[src/rtl/spi_frame_transmitter_if.sv]
// Parallel-side bus of the SPI frame transmitter plus its serial pins.
// Handshake: a frame is accepted on a rising clock edge where start=1, ready=1 and clear=0;
// dataIn is sampled only on that edge, and start while ready=0 is dropped, never queued.
interface spi_frame_transmitter_if #(
   parameter int size = 25
);
   logic            clear;
   logic            start;
   logic [size-1:0] dataIn;
   logic            ready;
   logic            done;
   logic            sclk;
   logic            mosi;
   logic            ssN;

   modport master (
      output clear, start, dataIn,
      input  ready, done, sclk, mosi, ssN
   );

   modport slave (
      input  clear, start, dataIn,
      output ready, done, sclk, mosi, ssN
   );
endinterface

[src/rtl/spi_frame_transmitter.sv]
// SPI master transmit shifter: takes one size-bit frame and shifts it out MSB first
// with sclk idling low, ssN framing the transfer and a one-cycle done afterwards.
module spi_frame_transmitter #(
   parameter int size    = 25,
   parameter int divider = 4
) (
   input  logic                   clock,
   input  logic                   reset,
   spi_frame_transmitter_if.slave bus,
   output logic [1:0]             debug_state
);

   localparam int half = divider / 2;
   localparam int BW   = $clog2(size);
   localparam int DW   = $clog2(divider);

   localparam logic [DW-1:0] HALF_M1  = DW'(half - 1);
   localparam logic [DW-1:0] DIV_M1   = DW'(divider - 1);
   localparam logic [BW-1:0] LAST_BIT = BW'(size - 1);

   typedef enum logic [1:0] {
      IDLE  = 2'd0,
      SHIFT = 2'd1,
      HOLD  = 2'd2
   } state_t;

   state_t          state;
   logic [size-1:0] shiftReg;
   logic [BW-1:0]   bitCount;
   logic [DW-1:0]   divCount;

   // mosi is the MSB flop itself; shiftReg is zeroed whenever the line must idle low.
   assign bus.mosi    = shiftReg[size-1];
   assign debug_state = state;

   always_ff @(posedge clock or posedge reset) begin
      if (reset) begin
         state     <= IDLE;
         shiftReg  <= '0;
         bitCount  <= '0;
         divCount  <= '0;
         bus.ready <= 1'b1;
         bus.done  <= 1'b0;
         bus.sclk  <= 1'b0;
         bus.ssN   <= 1'b1;
      end else begin
         bus.done <= 1'b0;
         if (bus.clear) begin
            state     <= IDLE;
            shiftReg  <= '0;
            bitCount  <= '0;
            divCount  <= '0;
            bus.ready <= 1'b1;
            bus.sclk  <= 1'b0;
            bus.ssN   <= 1'b1;
         end else begin
            case (state)
               IDLE: begin
                  if (bus.start) begin
                     state     <= SHIFT;
                     shiftReg  <= bus.dataIn;
                     bitCount  <= '0;
                     divCount  <= '0;
                     bus.ready <= 1'b0;
                     bus.ssN   <= 1'b0;
                  end
               end
               SHIFT: begin
                  divCount <= divCount + 1'b1;
                  if (divCount == HALF_M1) begin
                     bus.sclk <= 1'b1;
                  end
                  if (divCount == DIV_M1) begin
                     divCount <= '0;
                     bus.sclk <= 1'b0;
                     if (bitCount == LAST_BIT) begin
                        state    <= HOLD;
                        shiftReg <= '0;
                     end else begin
                        shiftReg <= {shiftReg[size-2:0], 1'b0};
                        bitCount <= bitCount + 1'b1;
                     end
                  end
               end
               HOLD: begin
                  // Keeps ssN low for half a bit after the last falling sclk edge.
                  divCount <= divCount + 1'b1;
                  if (divCount == HALF_M1) begin
                     state     <= IDLE;
                     divCount  <= '0;
                     bitCount  <= '0;
                     bus.ready <= 1'b1;
                     bus.ssN   <= 1'b1;
                     bus.done  <= 1'b1;
                  end
               end
               default: state <= IDLE;
            endcase
         end
      end
   end

endmodule
[src/flat_wrapper.sv]
// flat-port wrapper written by rule: the top's interface ports become plain ports
module spi_frame_transmitter_flat 
#(
   parameter int size    = 25,
   parameter int divider = 4
)
  (clock, reset, debug_state, bus_clear, bus_start, bus_dataIn, bus_ready, bus_done, bus_sclk, bus_mosi, bus_ssN);
  spi_frame_transmitter_if #(.size(size)) bus_i ();
  input  logic clock;
  input  logic reset;
  output logic [1:0] debug_state;
  input wire logic [$bits(bus_i.clear)-1:0] bus_clear;
  input wire logic [$bits(bus_i.start)-1:0] bus_start;
  input wire logic [$bits(bus_i.dataIn)-1:0] bus_dataIn;
  output wire logic [$bits(bus_i.ready)-1:0] bus_ready;
  output wire logic [$bits(bus_i.done)-1:0] bus_done;
  output wire logic [$bits(bus_i.sclk)-1:0] bus_sclk;
  output wire logic [$bits(bus_i.mosi)-1:0] bus_mosi;
  output wire logic [$bits(bus_i.ssN)-1:0] bus_ssN;
  assign bus_i.clear = bus_clear;
  assign bus_i.start = bus_start;
  assign bus_i.dataIn = bus_dataIn;
  assign bus_ready = bus_i.ready;
  assign bus_done = bus_i.done;
  assign bus_sclk = bus_i.sclk;
  assign bus_mosi = bus_i.mosi;
  assign bus_ssN = bus_i.ssN;
  spi_frame_transmitter #(.size(size), .divider(divider)) u_core (.clock(clock), .reset(reset), .bus(bus_i), .debug_state(debug_state));
endmodule
[config.mk]
export PLATFORM = sky130hd
export DESIGN_NAME = spi_frame_transmitter_flat
export DESIGN_NICKNAME = d
export VERILOG_FILES = /design/src/rtl/spi_frame_transmitter_if.sv /design/src/rtl/spi_frame_transmitter.sv /design/src/flat_wrapper.sv
export SDC_FILE = /design/constraint.sdc
export NUM_CORES = 1
export LEC_CHECK = 0
export CORE_AREA = 2 2 57 73
export DETAILED_ROUTE_END_ITERATION = 6
export DIE_AREA = 0 0 59 75
export PLACE_DENSITY = 0.83
export SLEW_MARGIN = 40
export SYNTH_ARGS = -nofsm -noshare
export SYNTH_HDL_FRONTEND = slang
export SYNTH_SLANG_ARGS = --single-unit
export TNS_END_PERCENT = 50
[constraint.sdc]
create_clock -name clock -period 3.3 [get_ports clock]
set_clock_uncertainty 0.05 [all_clocks]
set_input_delay 0.33 -clock clock [delete_from_list [all_inputs] [get_ports clock]]
set_output_delay 0.33 -clock clock [all_outputs]
set_load 0.005 [all_outputs]
==> impl_results.md <==
- Max Cap Viol: 0
- Total grt overflow: 0
- Switch share: a little over a third
- Routed vias/inst: 5.62
- RSZ-0062 raised after global routing: false
- CP max stage cell: nand3b_1
- Final WL: approximately 4300 µm
- Slew margin rel.: about half
- Worst VDD drop: approximately 390 µV
- Core ar.: between 3000 and 4000 µm²
- Root buf cell: clkbuf_8
- Hold Path Class: input pin to asynchronous set/reset pin
- CTS buffer count: 5
- Cell Area, Synth: 2070 µm²
- DR vias: ~1700
- Setup violators final: 0
- Routed WL per cell: around 15 µm
- Post-synth ARST share: 100%
- Mapped Nets: about 260
- Clk buf depth: 2
- Clk sink count: 37
- Post-route clock period utilization: slightly above 70%
- Final hold slack: ~310 ps
- Post-synthesis sequential area ratio: roughly 45%
- Layout cells sized above 1: between 5 and 6%
- Die H: about 75 µm
- Flops & latches, synth: 37
- Tot Pwr: between 0.001 and 0.0015 W
- Postcts setup bufs: 0
- All-Layer GR Usage: between 20 and 25%
- Post-DRT Antenna Nets: 0
- DP Cell Count: approximately 290
- Row count: 25
- RR Startpoint: u_core.debug_state[1]
- Crit path setup slack, layout: slightly below 1000 ps
- Vias in the first global route: roughly 1700
- Fin. max-slew vios: 0
- Crit-path cells: inv_1, ha_1, or2b_1, nand3b_1, o21ai_0
- Finished Layout Cells: about 300
- CP Capture Type: flip-flop
- Pre-antenna DRT Iters: 4
- Minimum clock period: roughly 2300 ps
- Status: complete, no violations
- Layout area overhead: 19.6%
- CP Class: flip-flop to flip-flop
- Reg2reg end: u_core.shiftReg[1]
- Sum Neg Setup Slack: 0 ps
- Internal power: roughly 0.00090 W
- Boundary pin count: 36
- Port-buffer cells: 35
- N_diodes: 0
- H-tree levels: 2
- Initial antenna violation count: 0
- DP Worst Slack: 950 ps
- Gate power share: a little over a third
- Worst-case reg-to-reg path depth: 5
- EDFF count, synth: 0
- Top_reg_cell synth: dfrtp_1
- Flop pwr share: approximately 43%
- Hold-fix buffers, CTS: 0
- Fin. Hold Viols: 0
- Syn avg cell area: 9.30 µm²
- Worst Tran Pin Value: approximately 770 ps
- Pwr dens: ~570 nW/µm²
- Fill cells: 305
- Startpoint Class: flip-flop
- Largest net degree at the start of global routing: 27
- Count of different cell masters after synthesis: between 40 and 50
- First-pass GRT wire length: roughly 7300 µm
- Post-CTS sizing: 0
- Power share of the clock group: a little over a fifth
- Max Fclk: approximately 430 MHz
- DRT iter0 DRCs: 67
- Width of the chip: around 59 µm
- Synthesis Warnings: 0
- CP peak stage delay: 610 ps
- Critical Path RT: approximately 3400 ps
- Dpl hpwl: between 3000 and 4000 µm
- Die area: ~4400 µm²
- Clock latency at the later pin of the worst-skew pair: ~290 ps
- Static leakage: between 1 and 1.5 nW
- GP Congestion: just over 0.9
- CP max FO: 24
- Post-Syn Instances: 223
- Clock transition at path regs: around 70 ps
- Post-route DRC: 0
- Nets: between 200 and 300
- Initial Util: about 56%
- CTS tree: done
- Reg2Reg Setup Slack: 960 ps
- Critical Path AT: approximately 2400 ps
- Sw power: ~0.0005 W
## registers in the layout, indices dropped and copies added, names as in the netlist
signal / flops
u_core.bitCount: 5
u_core.bus.done: 1
u_core.bus.sclk: 1
u_core.bus.ssN: 1
u_core.debug_state: 2
u_core.divCount: 2
u_core.shiftReg: 25
## worst max-delay path, delay by kind of cell (launching register included)
kind | cells | cell delay (ps)
compound gates | 1 | 220
fa+ha+maj | 1 | 400
buf+inv | 1 | 140
flops | 1 | 430
simple gates | 2 | 940
## synth_stat cells, drive strengths merged, types with 2 or more instances
| cell type | number | area (µm²) |
|---|---|---|
| buf | 7 | 65.1 |
| inv | 10 | 37.5 |
| nor2 | 5 | 18.8 |
| nand2b | 3 | 18.8 |
| ha | 11 | 138 |
| nand4b | 2 | 17.5 |
| a31oi | 3 | 33.8 |
| nand2 | 30 | 113 |
| or2b | 2 | 15.0 |
| o31ai | 3 | 22.5 |
| dfrtp | 36 | 901 |
| a21oi | 29 | 156 |
| nor2b | 17 | 106 |
| and2b | 9 | 67.6 |
| clkbuf | 6 | 27.5 |
| o21ai | 29 | 145 |
| a21o | 2 | 15.0 |
| nand4 | 2 | 12.5 |
## metal layers
| layer | track usage (%) | vias to the layer above | share of wire [%] |
|---|---|---|---|
| met5 | 0 | - | 0 |
| met4 | 12.4 | 0 | 3.2 |
| met3 | 5.67 | 14 | 4.0 |
| met2 | 35.9 | 40 | 48 |
| met1 | 26.5 | 779 | 45 |
| li1 | - | 825 | - |
## power by group through the flow
stage	Clock, W	Sequential [W]	Combinational (W)
6_report	0.000300	0.000601	0.000504
5_1_grt	0.000330	0.000615	0.000561
4_1_cts	0.000315	0.000601	0.000506
3_5_place_dp	0	0.000610	0.000503
3_3_place_gp	0	0.000605	0.000491
2_1_floorplan	0	0.000597	0.000392
## kinds of logic after synthesis
family | after synthesis | synth area share, %
fa+ha+maj | 11 | 6.63
flops | 37 | 44.7
buf+inv | 23 | 6.27
simple gates | 76 | 20.2
mux | 1 | 0.543
compound gates | 75 | 21.7
## through the flow
stage               util [%]  instance area (µm²)
floorplan                  -                 2070
global placement        64.9                 2400
detailed placement      64.9                 2400
CTS                     67.2                 2480
global route            67.2                 2480
finish                  67.2                 2480
## final cells by class
cell class / instances / area [µm²] / area share (%)
Multi-Input combinational cell: 163 / 1020 / 41.0
Sequential cell: 37 / 927 / 37.4
Timing Repair Buffer: 37 / 365 / 14.7
Clock buffer: 6 / 72.6 / 2.92
Tap cell: 40 / 50.0 / 2.02
Inverter: 10 / 37.5 / 1.51
Clock inverter: 2 / 10.0 / 0.403
## worst max-delay path by stage
stage | startpoint | endpoint | slack, ps
finish | u_core.debug_state[1] | u_core.shiftReg[1] | 960
detailed placement | u_core.debug_state[1] | u_core.shiftReg[3] | 950
floorplan | u_core.debug_state[0] | u_core.bitCount[1] | 1490
global placement | u_core.debug_state[1] | u_core.shiftReg[6] | 1080
CTS | u_core.debug_state[1] | u_core.shiftReg[3] | 960
global route | u_core.debug_state[1] | u_core.shiftReg[23] | 780
## cell usage in the layout (no fill, tap or decap), drive strengths merged, types with 3 or more instances in the layout
cell type,Yosys,layout
and2b,9,9
a31oi,3,3
o31ai,3,3
a21oi,29,29
nor2,5,5
o21ai,29,29
clkinv,0,3
nor2b,17,17
clkbuf,6,6
inv,10,9
dfrtp,36,36
nand2b,3,3
clkdlybuf4s50,0,35
ha,11,11
nand2,30,30
Note: power is estimated with default switching activity, not from simulation.
